[src/rtl/pingpong_ctrl_pkg.sv]
// Shared constants for the ping-pong frame buffer controller.
//   PP_AW / PP_DW / PP_DEPTH / PP_RD_LAT : default address width, word width,
//                                          words per bank, RAM read latency
//   ST_INIT / ST_RUN                     : controller state encoding
package pingpong_ctrl_pkg;

    localparam int PP_AW     = 11;
    localparam int PP_DW     = 12;
    localparam int PP_DEPTH  = 2048;
    localparam int PP_RD_LAT = 2;

    // state   | meaning
    // INIT    | no bank has been completed and handed to the reader yet
    // RUN     | at least one swap granted; reader data is live
    localparam logic [0:0] ST_INIT = 1'b0;
    localparam logic [0:0] ST_RUN  = 1'b1;

endpackage

[src/rtl/pingpong_ctrl_pp_delay.sv]
// pp_delay: LAT-stage shift register that re-times the reader bank select
// so it lines up with data returning from the RAMs.
//   clk     : clock
//   rst     : asynchronous active-low reset (clears every stage)
//   in_bit  : bank select at the time the read was issued
//   out_bit : the same value LAT cycles later
module pp_delay #(
    parameter int LAT = 2
) (
    input  logic clk,
    input  logic rst,
    input  logic in_bit,
    output logic out_bit
);

    generate
        if (LAT == 0) begin : g_bypass
            assign out_bit = in_bit;
        end else begin : g_pipe
            logic [LAT-1:0] pipe_q;
            logic [LAT-1:0] pipe_d;

            always_comb begin
                pipe_d    = pipe_q << 1;
                pipe_d[0] = in_bit;
            end

            always_ff @(posedge clk or negedge rst) begin
                if (!rst) begin
                    pipe_q <= '0;
                end else begin
                    pipe_q <= pipe_d;
                end
            end

            assign out_bit = pipe_q[LAT-1];
        end
    endgenerate

endmodule

[src/rtl/pingpong_ctrl.sv]
// Ping-pong frame buffer controller. A packer fills the writer bank while a
// reader drains the other; a reader frame-start swaps the banks only if the
// writer bank holds a complete frame.
//   clk, rst            : clock, asynchronous active-low reset
//   wr_valid/data/last  : packer word stream
//   rd_frame_start      : reader swap request
//   rd_en, rd_addr_in   : reader read strobe and address
//   bank_sel            : bank owned by the reader (writer owns the other)
//   ram_addr_wr, ram_wdata, wren0/1 : write port to both RAMs
//   ram_addr_rd, rden0/1, q0/q1     : read port to both RAMs
//   rd_data             : reader data, muxed with the latency-aligned select
//   overrun / underrun  : one-cycle pulses for a dropped write / refused swap
//   swap_cnt            : number of granted swaps (wraps)
//
// state | meaning
// INIT  | no complete bank yet, rd_data held at 0
// RUN   | first swap granted, banks alternate from here on
module pingpong_ctrl
    import pingpong_ctrl_pkg::*;
#(
    parameter int AW     = PP_AW,
    parameter int DW     = PP_DW,
    parameter int DEPTH  = PP_DEPTH,
    parameter int RD_LAT = PP_RD_LAT
) (
    input  logic          clk,
    input  logic          rst,
    input  logic          wr_valid,
    input  logic [DW-1:0] wr_data,
    input  logic          wr_last,
    input  logic          rd_frame_start,
    input  logic          rd_en,
    input  logic [AW-1:0] rd_addr_in,
    output logic          bank_sel,
    output logic [AW-1:0] ram_addr_wr,
    output logic [DW-1:0] ram_wdata,
    output logic          wren0,
    output logic          wren1,
    output logic          rden0,
    output logic          rden1,
    output logic [AW-1:0] ram_addr_rd,
    input  logic [DW-1:0] q0,
    input  logic [DW-1:0] q1,
    output logic [DW-1:0] rd_data,
    output logic          overrun,
    output logic          underrun,
    output logic [15:0]   swap_cnt
);

    logic [0:0]    state_q, state_d;
    logic          bank_sel_q, bank_sel_d;
    logic [AW-1:0] wr_ptr_q, wr_ptr_d;
    logic [1:0]    full_q, full_d;
    logic [15:0]   swap_cnt_q, swap_cnt_d;
    logic          overrun_q, overrun_d;
    logic          underrun_q, underrun_d;

    logic          wr_bank;
    logic          wr_full;
    logic          wr_accept;
    logic          wr_close;
    logic          swap_grant;
    logic [1:0]    wren_v;
    logic [1:0]    rden_v;
    logic [AW-1:0] addr_wr;
    logic          sel_dly;

    always_comb begin
        wr_bank    = ~bank_sel_q;
        wr_full    = full_q[wr_bank];
        wr_accept  = wr_valid & ~wr_full;
        // the bank closes on its last word, either flagged or by running out of room
        wr_close   = wr_accept & (wr_last | (wr_ptr_q == AW'(DEPTH - 1)));
        swap_grant = rd_frame_start & (wr_full | wr_close);

        state_d    = state_q;
        bank_sel_d = bank_sel_q;
        wr_ptr_d   = wr_ptr_q;
        full_d     = full_q;
        swap_cnt_d = swap_cnt_q;
        wren_v     = 2'b00;
        addr_wr    = wr_ptr_q;

        if (wr_accept) begin
            wren_v[wr_bank] = 1'b1;
            wr_ptr_d        = wr_ptr_q + AW'(1);
            if (wr_close) begin
                full_d[wr_bank] = 1'b1;
            end
        end

        if (swap_grant) begin
            state_d            = ST_RUN;
            bank_sel_d         = wr_bank;
            full_d[bank_sel_q] = 1'b0;
            wr_ptr_d           = '0;
            swap_cnt_d         = swap_cnt_q + 16'd1;
            // a word arriving on a swap out of a full bank is the first word
            // of the freshly released bank
            if (wr_valid && wr_full) begin
                wren_v[bank_sel_q] = 1'b1;
                addr_wr            = '0;
                wr_ptr_d           = AW'(1);
                full_d[bank_sel_q] = wr_last;
            end
        end

        overrun_d  = wr_valid & wr_full & ~swap_grant;
        underrun_d = rd_frame_start & ~swap_grant;

        // a redirected write lands on the current reader bank; the write wins
        rden_v             = 2'b00;
        rden_v[bank_sel_q] = rd_en & ~wren_v[bank_sel_q];
    end

    always_ff @(posedge clk or negedge rst) begin
        if (!rst) begin
            state_q    <= ST_INIT;
            bank_sel_q <= 1'b0;
            wr_ptr_q   <= '0;
            full_q     <= 2'b00;
            swap_cnt_q <= '0;
            overrun_q  <= 1'b0;
            underrun_q <= 1'b0;
        end else begin
            state_q    <= state_d;
            bank_sel_q <= bank_sel_d;
            wr_ptr_q   <= wr_ptr_d;
            full_q     <= full_d;
            swap_cnt_q <= swap_cnt_d;
            overrun_q  <= overrun_d;
            underrun_q <= underrun_d;
        end
    end

    pp_delay #(
        .LAT (RD_LAT)
    ) u_sel_dly (
        .clk     (clk),
        .rst     (rst),
        .in_bit  (bank_sel_q),
        .out_bit (sel_dly)
    );

    // strobes are gated by rst so nothing reaches the RAMs while reset is held
    assign wren0       = wren_v[0] & rst;
    assign wren1       = wren_v[1] & rst;
    assign rden0       = rden_v[0] & rst;
    assign rden1       = rden_v[1] & rst;
    assign ram_addr_wr = addr_wr;
    assign ram_wdata   = wr_data;
    assign ram_addr_rd = rd_addr_in;
    assign rd_data     = (state_q == ST_INIT) ? '0 : (sel_dly ? q1 : q0);
    assign bank_sel    = bank_sel_q;
    assign overrun     = overrun_q;
    assign underrun    = underrun_q;
    assign swap_cnt    = swap_cnt_q;

endmodule

[config.mk]
export PLATFORM = sky130hd
export DESIGN_NAME = pingpong_ctrl
export DESIGN_NICKNAME = d
export VERILOG_FILES = /design/src/rtl/pingpong_ctrl_pkg.sv /design/src/rtl/pingpong_ctrl_pp_delay.sv /design/src/rtl/pingpong_ctrl.sv
export SDC_FILE = /design/constraint.sdc
export NUM_CORES = 1
export LEC_CHECK = 0
export ABC_AREA = 1
export CAP_MARGIN = 40
export CORE_ASPECT_RATIO = 0.6
export CORE_MARGIN = 1
export CORE_UTILIZATION = 25
export DETAILED_ROUTE_END_ITERATION = 8
export PLACE_DENSITY = 0.62
export SETUP_SLACK_MARGIN = 0.05
export SKIP_CTS_REPAIR_TIMING = 1
export SLEW_MARGIN = 20
export SYNTH_ARGS = -nofsm -noshare
export SYNTH_HDL_FRONTEND = slang
export SYNTH_SLANG_ARGS = --single-unit
[constraint.sdc]
create_clock -name clk -period 4.9 [get_ports clk]
set_clock_uncertainty 0.1 [all_clocks]
set_input_delay 0.49 -clock clk [delete_from_list [all_inputs] [get_ports clk]]
set_output_delay 0.49 -clock clk [all_outputs]
set_load 0.05 [all_outputs]
======== Word-level counts from Yosys, hierarchy flattened ========
Index checks and enable logic that the tools add are counted.
W data, S select, Z words.
storage, ports and cells
  memory bits (writable) .................. 0
  ROM bits ................................ 0
  memories kept ........................... 0
  latch bits .............................. 0
  register bits after elaboration ......... 35
  logic and storage cells ................. 64
  output and inout bits ................... 69
cells by class
  muxes and demuxes ....................... 23
  add/subtract/negate cells ............... 2
  bitwise logic cells ..................... 22
  multiply operators ...................... 0
  magnitude comparators ................... 4
  reductions and logical operators ........ 4
  equal/unequal tests ..................... 1
  div/mod/pow operators ................... 0
  shift operators ......................... 0
operators with widths
  operator                 number
  $mux W11                 4
  $mux W12                 2
  $add A16 B1 Y16 const B  1
  $mux W2                  7
  $add A11 B1 Y11 const B  1
  $and A1 B1 Y1            11
  $eq A11 B11 Y1 const B   1
  $mux W1                  7
  $and A2 B2 Y2            2
  $lt A1 B2 Y1 const B     2
  $not A1 Y1               4
  $or A2 B2 Y2             2
  $logic_and A1 B1 Y1      3
  $bwmux W2                1
  $demux W1 S1             2
  $ge A1 B1 Y1 const B     2
  $not A2 Y2               1
  $or A1 B1 Y1             2
  $reduce_bool A2 Y1       1

======== Depth between registers and ports, before layout ========
  depth after elaboration ................. 15
  depth in mapped cells ................... 13
  gate-level depth less buffers ........... 12

======== Modules after synthesis ========
A second synthesis with hierarchy kept.
unflattened totals
  cell total of the unflattened synthesis .. 335
  area total of the unflattened synthesis .. 2361.0 um^2
modules (own cells, without submodules)
  module         area each (um^2)  seq. area each (um^2)  cells an instance  times used
  pingpong_ctrl  2311.0            825.8                  333                1
  pp_delay       50.0              50.0                   2                  1

======== Least setup slack after synthesis ========
OpenSTA, ideal clock, no wires.
  path kind ............................... reg2out
  start ................................... register bank_sel_q (netlist: bank_sel)
  end ..................................... output wren1
  required time ........................... 4.310 ns
  buffers on the path ..................... 1
  stages on the path, launching flop included .. 6
  arrival time ............................ 2.342 ns
  setup slack ............................. 1.968 ns
  path through ............................ dfrtp_1 buf_6 nand2_2 o21ai_2 nand3_1 o31ai_1
between the ends
  word-level cells in the longest chain between the ends .. 10
  elaborated cells on any way between the ends .. 24
ends and longest elaborated chain
  element                                                             RTL line              RTL
  start, declared                                                     pingpong_ctrl.sv:51   logic bank_sel_q, bank_sel_d;
  start signal, assigned                                              pingpong_ctrl.sv:127  bank_sel_q <= bank_sel_d;
  $not A1 Y1                                                          pingpong_ctrl.sv:69   wr_bank = ~bank_sel_q;
  $lt A1 B2 Y1 (not written as such) or $ge A1 B1 Y1 (tied branches)  pingpong_ctrl.sv:85   wren_v[wr_bank] = 1'b1;
  $logic_and A1 B1 Y1 (not written as such)                           pingpong_ctrl.sv:85
  $mux W1 (not written as such)                                       pingpong_ctrl.sv:85
  $demux W1 S1                                                        pingpong_ctrl.sv:85
  $mux W2                                                             pingpong_ctrl.sv:84   if (wr_accept) begin
  $or A2 B2 Y2 (no line)                                              n/a
  $mux W2                                                             pingpong_ctrl.sv:100  if (wr_valid && wr_full) begin
  $mux W2 (*)                                                         pingpong_ctrl.sv:92   if (swap_grant) begin
  $and A1 B1 Y1 (*)                                                   pingpong_ctrl.sv:147  assign wren1 = wren_v[1] & rst;
  end, declared                                                       pingpong_ctrl.sv:38   output logic wren1,
Every way passes the cells marked *; elsewhere a longest branch is shown, timed or not. The select of a mux whose other input is x is not followed.

======== Worst setup path in the final report ========
  start ................................... input rd_frame_start
  end ..................................... output wren1
between the ends
  word-level cells in the longest chain between the ends .. 3
ends and longest elaborated chain
  element          RTL line              RTL
  start, declared  pingpong_ctrl.sv:31   input logic rd_frame_start,
  $and A1 B1 Y1    pingpong_ctrl.sv:74   swap_grant = rd_frame_start & (wr_full | wr_close);
  $mux W2          pingpong_ctrl.sv:92
  $and A1 B1 Y1    pingpong_ctrl.sv:147
No other way between the ends.

==> metrics.md <==
| Metric | Value |
|---|---|
| Status | `finished clean` |
| Crit path launch type | `primary input` |
| Hold path cells | `0` |
| Post-route DRC | `0` |
| Die area | `9800 sq um` |
| Distinct cell type count after synthesis | `29` |
| Post-Syn Area per Cell | `7.14 sq um` |
| Synth Net Count | `384` |
| Detailed Route Iter0 Violations | `130` |
| Worst Tran Pin Value | `0.538 ns` |
| Max-slew violations | `0` |
| FF-to-FF path depth | `12` |
| Clock power share | `18.5%` |
| Tot GR Track Use | `13.9%` |
| Clock slew at reported path FFs | `0.05 ns` |
| Port-buffer cells | `75` |
| Setup violators final | `0` |
| RSZ-0062 raised after global routing | `false` |
| Cell Area, Synth | `2350 sq um` |
| Clk Latency, worst-skew pair | `0.28 ns` |
| Via count | `2,140` |
| Crit path from | `rd_frame_start` |
| Max Clock Freq | `290 MHz` |
| Worst path bufs/invs | `2` |
| Crit share post-route | `70.3%` |
| Most used cells in the layout excluding fill and tap cells | `nand2_1, clkdlybuf4s50_1, nor2_1` |
| HPWL Detailed | `4560 um` |
| Layout cells sized above 1 | `7.11%` |
| Initial Utilization | `26.7%` |
| Leak pwr | `1.44 nW` |
| Die Wd | `127 um` |
| Synth area leader | `dfrtp_1` |
| Minimum clock period | `3.45 ns` |
| First-pass GRT wire length | `10,600 um` |
| Total power | `1.73 mW` |
| Std-Cell Core Area | `8820 sq um` |
| Synth Register Bits | `35` |
| Placer Congestion | `0.800` |
| Worst stage delay on the critical path | `0.85 ns` |
| Yosys Warn Count | `0` |
| R2r setup slk | `2.83 ns` |
| Worst r2r dst | `full_q[0]` |
| Number of CTS-inserted buffers | `5` |
| Area Growth Syn to Fin | `34.8%` |
| DRT antenna net count | `0` |
| Clk buf depth | `2` |
| Share of power burned in registers | `25.5%` |
| Area contributors post-synth | `dfrtp_1, nand2_1, nor2_1` |
| Root Buffer | `clkbuf_16` |
| Synth Instances | `329` |
| Cell internal pwr | `0.871 mW` |
| Pwr Density | `547 nW/um^2` |
| Final nets | `435` |
| Critical Path RT | `4.31 ns` |
| Worst-path cell chain | `clkdlybuf4s50_1 -> nand3_1 -> o31ai_1 -> clkdlybuf4s50_1` |
| CP Capture Type | `primary output` |
| Peak supply drop | `0.000238 V` |
| Net switching fraction of the power | `49.7%` |
| # diodes | `0` |
| Vias in the first global route | `2,153` |
| Peak fanout along the critical path | `14` |
| CTS tree | `done` |
| Commonest non-fill, non-tap cell in the layout | `nand2_1` |
| FFs w/ async S/R, synth | `100%` |
| Part of the power in combinational logic | `56.0%` |
| Setup CP Type | `primary input to primary output` |
| Slew margin rel. | `64.0%` |
| Register area share after synthesis | `37.3%` |
| Most used cell, CP | `clkdlybuf4s50_1` |
| WP data arrival | `2.86 ns` |
| Final Hold Violating Endpoints | `0` |
| Via density per instance | `4.23` |
| Clock Sinks | `35` |
| WP depth | `4` |
| Gr ovfl total | `0` |
| Post-synth EDFFs | `0` |
| DR pass1 iterations | `4` |
| Pin count of the biggest net entering global routing | `33` |
| Initial antenna violation count | `0` |
| FF-to-FF Start | `wr_ptr_q[0]` |
| Setup TNS | `0 ns` |
| Post-synth top area share | `37.3%` |
| Psw | `0.860 mW` |
| Crit path max-delay family | `buffers and inverters` |
| Worst path slowest cell | `clkdlybuf4s50_1` |
| Hold Crit Class | `flip-flop to flip-flop` |
| Max Cap Viol | `0` |
| CTS H-tree lvls | `2` |
| IO Count | `122` |
| Most used DFF post-synth | `dfrtp_1` |
| CP endpoint | `wren1` |
| Std cell rows | `26` |
| Wirelength per Cell | `12.2 um` |
| Die Ht | `77.1 um` |
| Final WL | `6160 um` |
state kept, by name, indices dropped and copies added (netlist names):
name	flops
swap_cnt	16
wr_ptr_q	11
full_q	2
u_sel_dly.g_pipe.pipe_q	2
bank_sel	1
overrun	1
state_q	1
underrun	1
worst reg2reg max path, stage by stage, from the launching register on:
cell     delay, ns
dfrtp_1       0.39
ha_1          0.19
inv_1         0.05
nor2_1        0.18
nand3_1       0.12
nand2_2       0.08
nand2_2       0.08
nand2_4       0.10
nand2_8       0.14
inv_4         0.26
nand2_1       0.11
o21ai_0       0.09
nand2_1       0.07
final cells by class:
type | instances | area (sq um)
flip-flops and latches | 35 | 876
clock inverters | 1 | 5.00
multi-input cells | 219 | 1070
fillers | 956 | 5650
repair buffers | 77 | 763
well taps | 126 | 158
clock buffers | 6 | 139
inverters | 42 | 160
worst min path at each step:
stage	startpoint	to	slack (ns)
6_report	u_sel_dly.g_pipe.pipe_q[0]	u_sel_dly.g_pipe.pipe_q[1]	0.24
5_1_grt	u_sel_dly.g_pipe.pipe_q[0]	u_sel_dly.g_pipe.pipe_q[1]	0.27
4_1_cts	rst	wr_ptr_q[0]	-0.07
3_5_place_dp	rst	overrun	0.24
3_3_place_gp	u_sel_dly.g_pipe.pipe_q[0]	u_sel_dly.g_pipe.pipe_q[1]	0.23
2_1_floorplan	rst	bank_sel	0.09
metal layers:
metal	GRT usage, %	routed length (um)
met2	18.7	2320
met1	20.4	3410
met5	0	0
met3	4.82	363
met4	4.05	66
kinds of logic (layout without fill, tap and decap cells):
family | Yosys count | in the layout | synth area share (%)
simple gates | 172 | 172 | 32.2
xor+xnor | 10 | 10 | 3.73
flops | 35 | 35 | 37.3
fa+ha+maj | 2 | 2 | 1.06
compound gates | 35 | 35 | 8.36
buf+inv | 75 | 126 | 17.4
cells in the mapped netlist (4+ instances only):
library cell,instances
buf_6,4
nand4_1,5
o21ai_0,16
nand2_1,77
nand3_1,18
nor3_1,7
dfrtp_1,35
xnor2_1,9
nand2_2,7
a21oi_1,5
nor2_1,51
inv_1,39
o21ai_1,9
clkbuf_1,4
buf_4,25
power groups by stage:
stage,logic (mW),clock network (mW),registers [mW]
detailed placement,0.974,0,0.446
finish,0.970,0.320,0.442
floorplan,0.642,0,0.547
global route,1.05,0.344,0.458
global placement,0.965,0,0.444
CTS,0.977,0.330,0.443
through the flow:
stage | worst slack [ns] | utilization [%] | instances | hold slack (ns) | instance area [sq um]
final | 1.45 | 35.9 | 506 | 0.245 | 3170
after global routing | 1.31 | 35.9 | 506 | 0.268 | 3170
after CTS | 1.41 | 35.8 | 505 | -0.0659 | 3160
after detailed placement | 1.42 | 34.2 | 498 | 0.236 | 3010
after global placement | 1.45 | 34.2 | 498 | 0.232 | 3010
after floorplan | 1.97 | - | 329 | 0.0944 | 2350
No activity file was read; power rests on OpenSTA's default activity.
